--- config.mk ---
export PLATFORM = sky130hd
export DESIGN_NAME = fwd_hazard_unit_flat
export DESIGN_NICKNAME = d
export VERILOG_FILES = /design/src/rtl/fwd_hazard_if.sv /design/src/rtl/fwd_hazard_unit.sv /design/src/flat_wrapper.sv
export SDC_FILE = /design/constraint.sdc
export NUM_CORES = 1
export LEC_CHECK = 0
export BUFFER_PORTS_ARGS = -buffer_cell sky130_fd_sc_hd__buf_2
export CAP_MARGIN = 15
export CELL_PAD_IN_SITES_DETAIL_PLACEMENT = 1
export CELL_PAD_IN_SITES_GLOBAL_PLACEMENT = 1
export CORE_MARGIN = 2
export CORE_UTILIZATION = 32
export DETAILED_ROUTE_END_ITERATION = 12
export PLACE_DENSITY_LB_ADDON = 0.2
export SYNTH_ARGS = -nofsm -noshare
export SYNTH_HDL_FRONTEND = slang
export SYNTH_SLANG_ARGS = --single-unit
--- constraint.sdc ---
create_clock -name clk -period 4.2 [get_ports clk]
set_input_delay 0.84 -clock clk [delete_from_list [all_inputs] [get_ports clk]]
set_output_delay 0.84 -clock clk [all_outputs]
set_load 0.1 [all_outputs]
--- src/rtl/fwd_hazard_if.sv ---
// fwd_hazard_if: pipeline-side signal bundle for fwd_hazard_unit.
//   master : the pipeline (drives register addresses and stage control bits,
//            consumes forward selects, stall/bubble and multi-cycle WB info)
//   slave  : the hazard unit
// Signals:
//   id_rs/id_rt/id_uses_rs/id_uses_rt/id_is_mc  ID-stage sources and op kind
//   ex_rs/ex_rt/ex_rd/ex_memread/mc_start       EX-stage sources/dest/launch
//   mem_rd/mem_rt/mem_regwrite/mem_memwrite     MEM-stage dest/store reg
//   wb_rd/wb_regwrite                           WB-stage dest
//   fwd_a/fwd_b/fwd_s                           forwarding selects
//   stall/bubble                                freeze PC+IF/ID, NOP into ID/EX
//   mc_busy/mc_wb_valid/mc_wb_rd                multi-cycle op status
// Handshake: there is no valid/ready pair here. Every input is a level that
// is meaningful in the cycle it is presented; every combinational output
// (fwd_*, stall, bubble) answers for that same cycle, and mc_wb_valid is a
// single-cycle pulse that the pipeline must consume in the cycle it is high.
interface fwd_hazard_if #(
  parameter int AW = 5
);
  logic [AW-1:0] id_rs, id_rt;
  logic          id_uses_rs, id_uses_rt, id_is_mc;
  logic [AW-1:0] ex_rs, ex_rt, ex_rd;
  logic          ex_memread, mc_start;
  logic [AW-1:0] mem_rd, mem_rt;
  logic          mem_regwrite, mem_memwrite;
  logic [AW-1:0] wb_rd;
  logic          wb_regwrite;
  logic [1:0]    fwd_a, fwd_b;
  logic          fwd_s, stall, bubble;
  logic          mc_busy, mc_wb_valid;
  logic [AW-1:0] mc_wb_rd;

  modport master (
    output id_rs, id_rt, id_uses_rs, id_uses_rt, id_is_mc,
           ex_rs, ex_rt, ex_rd, ex_memread, mc_start,
           mem_rd, mem_rt, mem_regwrite, mem_memwrite,
           wb_rd, wb_regwrite,
    input  fwd_a, fwd_b, fwd_s, stall, bubble,
           mc_busy, mc_wb_valid, mc_wb_rd
  );

  modport slave (
    input  id_rs, id_rt, id_uses_rs, id_uses_rt, id_is_mc,
           ex_rs, ex_rt, ex_rd, ex_memread, mc_start,
           mem_rd, mem_rt, mem_regwrite, mem_memwrite,
           wb_rd, wb_regwrite,
    output fwd_a, fwd_b, fwd_s, stall, bubble,
           mc_busy, mc_wb_valid, mc_wb_rd
  );
endinterface

--- src/rtl/fwd_hazard_unit.sv ---
// fwd_hazard_unit: forwarding selects, load-use / multi-cycle stall
// detection and a one-deep scoreboard for a multi-cycle ALU op.
// Ports:
//   clk, reset  clock, synchronous active-high reset
//   hz          fwd_hazard_if.slave (pipeline inputs, hazard outputs)
//   dbg_state   current multi-cycle FSM state (0 IDLE, 1 RUN, 2 WB)
//   stat_lu_cycles, stat_mc_cycles  saturating stall counters, present
//               only when FWD_HAZARD_STATS_EN is defined
// Parameters: AW register address width, MC_LAT multi-cycle latency
// (1..255), STAT_W statistic counter width.
// Register 0 is hard-wired zero and never forwarded or hazarded.
module fwd_hazard_unit #(
  parameter int AW     = 5,
  parameter int MC_LAT = 4,
  parameter int STAT_W = 16
) (
  input  logic        clk,
  input  logic        reset,
  fwd_hazard_if.slave hz,
  output logic [1:0]  dbg_state
`ifdef FWD_HAZARD_STATS_EN
  ,
  output logic [STAT_W-1:0] stat_lu_cycles,
  output logic [STAT_W-1:0] stat_mc_cycles
`endif
);

  localparam int CW = $clog2(MC_LAT) + 1;

  typedef enum logic [1:0] {IDLE = 2'd0, RUN = 2'd1, WB = 2'd2} state_t;

  state_t        state;
  logic [CW-1:0] cnt;
  logic [AW-1:0] sb_rd;
  logic          wb_valid_q;

  logic          lu, mh, sh, pend;
  logic [AW-1:0] prd;

  // MEM is the younger producer, so it wins over WB.
  function automatic logic [1:0] fwd_sel(input logic [AW-1:0] src,
                                         input logic [AW-1:0] mrd,
                                         input logic          mwe,
                                         input logic [AW-1:0] wrd,
                                         input logic          wwe);
    if (mwe && mrd == src && mrd != '0)      fwd_sel = 2'b01;
    else if (wwe && wrd == src && wrd != '0) fwd_sel = 2'b10;
    else                                     fwd_sel = 2'b00;
  endfunction

  always_comb begin
    hz.fwd_a = fwd_sel(hz.ex_rs, hz.mem_rd, hz.mem_regwrite, hz.wb_rd, hz.wb_regwrite);
    hz.fwd_b = fwd_sel(hz.ex_rt, hz.mem_rd, hz.mem_regwrite, hz.wb_rd, hz.wb_regwrite);
    hz.fwd_s = hz.mem_memwrite && hz.wb_regwrite &&
               hz.wb_rd == hz.mem_rt && hz.wb_rd != '0;
  end

  // A launching op (mc_start in IDLE) already blocks its dependents in the
  // same cycle, before its destination has been captured into sb_rd.
  always_comb begin
    lu   = hz.ex_memread && hz.ex_rd != '0 &&
           ((hz.id_uses_rs && hz.id_rs == hz.ex_rd) ||
            (hz.id_uses_rt && hz.id_rt == hz.ex_rd));
    pend = (state != IDLE) || hz.mc_start;
    prd  = (state != IDLE) ? sb_rd : hz.ex_rd;
    mh   = pend && prd != '0 &&
           ((hz.id_uses_rs && hz.id_rs == prd) ||
            (hz.id_uses_rt && hz.id_rt == prd));
    sh   = hz.id_is_mc && pend;
  end

  assign hz.stall       = lu | mh | sh;
  assign hz.bubble      = lu | mh | sh;
  assign hz.mc_busy     = (state != IDLE);
  assign hz.mc_wb_valid = wb_valid_q;
  assign hz.mc_wb_rd    = sb_rd;
  assign dbg_state      = state;

  // RUN holds for MC_LAT cycles (cnt counts MC_LAT-1 down to 0), WB for one.
  // wb_valid_q is set on the RUN->WB edge so it is high exactly while in WB.
  always_ff @(posedge clk) begin
    if (reset) begin
      state      <= IDLE;
      cnt        <= '0;
      sb_rd      <= '0;
      wb_valid_q <= 1'b0;
    end else begin
      wb_valid_q <= 1'b0;
      case (state)
        IDLE: begin
          if (hz.mc_start) begin
            sb_rd <= hz.ex_rd;
            cnt   <= CW'(MC_LAT - 1);
            state <= RUN;
          end
        end
        RUN: begin
          if (cnt == '0) begin
            state      <= WB;
            wb_valid_q <= 1'b1;
          end else begin
            cnt <= cnt - CW'(1);
          end
        end
        WB:      state <= IDLE;
        default: state <= IDLE;
      endcase
    end
  end

`ifdef FWD_HAZARD_STATS_EN
  always_ff @(posedge clk) begin
    if (reset) begin
      stat_lu_cycles <= '0;
      stat_mc_cycles <= '0;
    end else begin
      if (lu && stat_lu_cycles != '1)
        stat_lu_cycles <= stat_lu_cycles + STAT_W'(1);
      if ((mh | sh) && stat_mc_cycles != '1)
        stat_mc_cycles <= stat_mc_cycles + STAT_W'(1);
    end
  end
`endif

endmodule

--- src/flat_wrapper.sv ---
// flat-port wrapper written by rule: the top's interface ports become plain ports
module fwd_hazard_unit_flat 
#(
  parameter int AW     = 5,
  parameter int MC_LAT = 4,
  parameter int STAT_W = 16
)
  (clk, reset, dbg_state, hz_id_rs, hz_id_rt, hz_id_uses_rs, hz_id_uses_rt, hz_id_is_mc, hz_ex_rs, hz_ex_rt, hz_ex_rd, hz_ex_memread, hz_mc_start, hz_mem_rd, hz_mem_rt, hz_mem_regwrite, hz_mem_memwrite, hz_wb_rd, hz_wb_regwrite, hz_fwd_a, hz_fwd_b, hz_fwd_s, hz_stall, hz_bubble, hz_mc_busy, hz_mc_wb_valid, hz_mc_wb_rd);
  fwd_hazard_if #(.AW(AW)) hz_i ();
  input  logic clk;
  input  logic reset;
  output logic [1:0] dbg_state;
  input wire logic [$bits(hz_i.id_rs)-1:0] hz_id_rs;
  input wire logic [$bits(hz_i.id_rt)-1:0] hz_id_rt;
  input wire logic [$bits(hz_i.id_uses_rs)-1:0] hz_id_uses_rs;
  input wire logic [$bits(hz_i.id_uses_rt)-1:0] hz_id_uses_rt;
  input wire logic [$bits(hz_i.id_is_mc)-1:0] hz_id_is_mc;
  input wire logic [$bits(hz_i.ex_rs)-1:0] hz_ex_rs;
  input wire logic [$bits(hz_i.ex_rt)-1:0] hz_ex_rt;
  input wire logic [$bits(hz_i.ex_rd)-1:0] hz_ex_rd;
  input wire logic [$bits(hz_i.ex_memread)-1:0] hz_ex_memread;
  input wire logic [$bits(hz_i.mc_start)-1:0] hz_mc_start;
  input wire logic [$bits(hz_i.mem_rd)-1:0] hz_mem_rd;
  input wire logic [$bits(hz_i.mem_rt)-1:0] hz_mem_rt;
  input wire logic [$bits(hz_i.mem_regwrite)-1:0] hz_mem_regwrite;
  input wire logic [$bits(hz_i.mem_memwrite)-1:0] hz_mem_memwrite;
  input wire logic [$bits(hz_i.wb_rd)-1:0] hz_wb_rd;
  input wire logic [$bits(hz_i.wb_regwrite)-1:0] hz_wb_regwrite;
  output wire logic [$bits(hz_i.fwd_a)-1:0] hz_fwd_a;
  output wire logic [$bits(hz_i.fwd_b)-1:0] hz_fwd_b;
  output wire logic [$bits(hz_i.fwd_s)-1:0] hz_fwd_s;
  output wire logic [$bits(hz_i.stall)-1:0] hz_stall;
  output wire logic [$bits(hz_i.bubble)-1:0] hz_bubble;
  output wire logic [$bits(hz_i.mc_busy)-1:0] hz_mc_busy;
  output wire logic [$bits(hz_i.mc_wb_valid)-1:0] hz_mc_wb_valid;
  output wire logic [$bits(hz_i.mc_wb_rd)-1:0] hz_mc_wb_rd;
  assign hz_i.id_rs = hz_id_rs;
  assign hz_i.id_rt = hz_id_rt;
  assign hz_i.id_uses_rs = hz_id_uses_rs;
  assign hz_i.id_uses_rt = hz_id_uses_rt;
  assign hz_i.id_is_mc = hz_id_is_mc;
  assign hz_i.ex_rs = hz_ex_rs;
  assign hz_i.ex_rt = hz_ex_rt;
  assign hz_i.ex_rd = hz_ex_rd;
  assign hz_i.ex_memread = hz_ex_memread;
  assign hz_i.mc_start = hz_mc_start;
  assign hz_i.mem_rd = hz_mem_rd;
  assign hz_i.mem_rt = hz_mem_rt;
  assign hz_i.mem_regwrite = hz_mem_regwrite;
  assign hz_i.mem_memwrite = hz_mem_memwrite;
  assign hz_i.wb_rd = hz_wb_rd;
  assign hz_i.wb_regwrite = hz_wb_regwrite;
  assign hz_fwd_a = hz_i.fwd_a;
  assign hz_fwd_b = hz_i.fwd_b;
  assign hz_fwd_s = hz_i.fwd_s;
  assign hz_stall = hz_i.stall;
  assign hz_bubble = hz_i.bubble;
  assign hz_mc_busy = hz_i.mc_busy;
  assign hz_mc_wb_valid = hz_i.mc_wb_valid;
  assign hz_mc_wb_rd = hz_i.mc_wb_rd;
  fwd_hazard_unit #(.AW(AW), .MC_LAT(MC_LAT), .STAT_W(STAT_W)) u_core (.clk(clk), .reset(reset), .hz(hz_i), .dbg_state(dbg_state));
endmodule
==> results.cfg <==
[status]
outcome = finished, final reports clean

[logic_synthesis]
synth_adder_area_share_pct = 2.11
synthXorXnorAreaFrac_pct = 25.9
synth_nets = 211
synth_top_family_by_area = simple AND/OR/NAND/NOR gates
yosysUniqueCellTypes = 40
synth-simple-area-share_pct = 26.5
synth-seq-cells = 11
synth_warnings = 0
syn_area_sq_um = 1180
synth_compound_area_share_pct = 19.4
synth.avg_cell_area_sq_um = 7.45
postSynthCellCount = 159
yosysSeqAreaShare_pct = 18.6
synth.mux.area_fraction_pct = 1.69

[layout]
final_util_pct = 45.6
num_antenna_cells = 0
final_nets = 276
drive_gt1_share_pct = 34.1
area_growth_pct = 38.8
instances_no_fill = 271

[cts]
clkSlewWorstSetupHoldPaths_ps = 50
cts_tree = yes
worstSkewPairLatency_ps = 240
htreeDepth = 1
cts_buffers = 3
hold_buffers = 0
root_buffer = clkbuf_8
post_cts_buffers = 0
clockBufferDepth = 2
cts.sinks = 11
cts.repair.resized = 0

[timing]
fin_crit_sh_pct = 83.6
setup_viol = 0
post-route-min-period_ps = 3510
max_freq_mhz = 285
tns_ps = 0
drv_slew = 0
hold_viol = 0
finalClockSkew_ps = 0.132
slew_headroom_pct = 58.7
worst_pin_slew_ps = 618
rsz0062_at_grt = no

[pwr]
leakagePower_nw = 0.734
powerDensity_nw_per_um2 = 281
ir_drop_v = 0.000194

[route]
wirelength_mm = 4.16
wl_per_cell_um = 15.4
drtIter0Drc = 34
dr.pass1.iters = 4
ant_nets = 0
vias = 1416
viasPerCell = 5.23
remaining_drc_errors = 0

[floorplan]
rows = 22
core_sq_um = 3610
fp.dieArea_sq_um = 4210
die_height_um = 64.9
initial_utilization_pct = 32.9
dieWidth_um = 64.9
ios = 66

[worst_setup_path]
r2r-end = u_core.cnt[1]
r2r-start = u_core.dbg_state[1]
end_kind = output port
arrival_ps = 2670
ff2ff_setup_slack_ps = 2480
ff2ff_path_depth = 5
cp-start-kind = register
crit_required_ps = 3360
path_max_fanout = 13
critical_path_class = register to output port

[placement]
place.gp.congestion = 0.841
io_buffers = 65
place_inst = 267
hpwl_mm = 3.54

[grt]
antenna_found_initial = 0
grt_pass1_vias = 1484
grt-ovfl-total = 0
grt_max_degree = 14
track_usage_pct = 20.6
grt_first_pass_wirelength_mm = 6.90

[min_path]
worstHoldStart = u_core.cnt[2]
hold_path_depth = 1
hold_path_end = u_core.dbg_state[1]
hold_class = register to register

[flow_run]
cap_violations = 0
metrics by stage:
| step | instance area, sq um | power [mW] | worst slack [ps] | hold WS (ps) |
|---|---|---|---|---|
| after floorplan | 1240 | 0.290 | 214 | 421 |
| after global placement | 1600 | 0.350 | 832 | 456 |
| after detailed placement | 1600 | 0.358 | 767 | 459 |
| after CTS | 1640 | 0.464 | 676 | 470 |
| after global routing | 1640 | 0.490 | 544 | 495 |
| final | 1640 | 0.462 | 688 | 470 |
power breakdown:
part           switching (mW)  total (mW)  internal (mW)
logic                   0.162       0.233         0.0714
clock network          0.0401       0.107         0.0666
registers             0.00875       0.122          0.113
state kept, by name, summed over array words and instances, names as in the netlist:
name	cells
u_core.hz.mc_wb_rd	5
u_core.cnt	3
u_core.dbg_state	2
u_core.hz.mc_wb_valid	1
worst max path at each step:
stage,startpoint,endpoint
after floorplan,hz_mem_rt[0],hz_fwd_s
after global placement,hz_mem_rd[0],hz_fwd_a[1]
after detailed placement,hz_mem_rd[0],hz_fwd_b[1]
after CTS,u_core.dbg_state[1],hz_bubble
after global routing,u_core.dbg_state[1],hz_stall
final,u_core.dbg_state[1],hz_stall
synthesized netlist by cell type, drive strengths merged:
| cell type | count | area (sq um) |
|---|---|---|
| nor4 | 5 | 43.8 |
| nor4b | 2 | 17.5 |
| xnor2 | 17 | 149 |
| a21oi | 10 | 50.1 |
| buf | 2 | 12.5 |
| o2bb2ai | 2 | 17.5 |
| a211oi | 2 | 15.0 |
| xor2 | 18 | 158 |
| ha | 2 | 25.0 |
| o221ai | 2 | 17.5 |
| nor3 | 4 | 20.0 |
| a22oi | 2 | 15.0 |
| dfxtp | 11 | 220 |
| o31ai | 2 | 15.0 |
| inv | 12 | 45.0 |
| nand2 | 18 | 67.6 |
| a211o | 1 | 8.76 |
| nor2 | 6 | 25.0 |
| or4 | 6 | 45.0 |
| and2 | 2 | 12.5 |
| a21boi | 1 | 7.51 |
| a31oi | 1 | 6.26 |
| o21ai | 8 | 43.8 |
| o211ai | 1 | 7.51 |
| mux2i | 2 | 20.0 |
| clkbuf | 3 | 11.3 |
| nand4 | 4 | 25.0 |
| nand2b | 3 | 18.8 |
| o21a | 1 | 7.51 |
| a2111oi | 1 | 8.76 |
| o211a | 1 | 10.0 |
| nor3b | 1 | 7.51 |
| nand3 | 5 | 25.0 |
| nor2b | 1 | 6.26 |
worst max-delay path, cell delays in order, from the launching register on:
cell       delay [ps]
dfxtp_1           320
nor2_2            500
inv_2             200
o211a_1           250
a2111oi_0         420
nand4_1           180
nand3_2           120
buf_2             430
cells by family after synthesis:
| group | count (synthesis) |
|---|---|
| mux | 2 |
| buf+inv | 17 |
| flops | 11 |
| simple gates | 57 |
| xor+xnor | 35 |
| fa+ha+maj | 2 |
| compound gates | 35 |
cells in the final DEF, fill, tap and decap left out, drive strengths merged, types with 3 or more instances in the layout:
master	n
nand4	4
a21oi	10
xnor2	17
nand3	5
xor2	18
buf	65
nand2	18
nand2b	3
dfxtp	11
clkbuf	4
inv	12
or4	6
nor3	4
nor4	5
nor2	6
o21ai	8
routing by layer:
metal | part of all wire (%) | GRT usage [%] | up-vias
met5 | 0 | 0 | -
met4 | 1.9 | 6.91 | 0
met3 | 5.5 | 2.08 | 9
met2 | 47 | 35.1 | 47
met1 | 45 | 27.0 | 667
li1 | - | - | 693
layout make-up:
class	instances	area, sq um
sequential	11	220
multi-input combinational	131	948
tap	48	60.1
timing repair buffer	65	325
inverter	12	45.0
clock buffer	4	45.0
fill	493	1960
(Power assumes the default switching activity.)
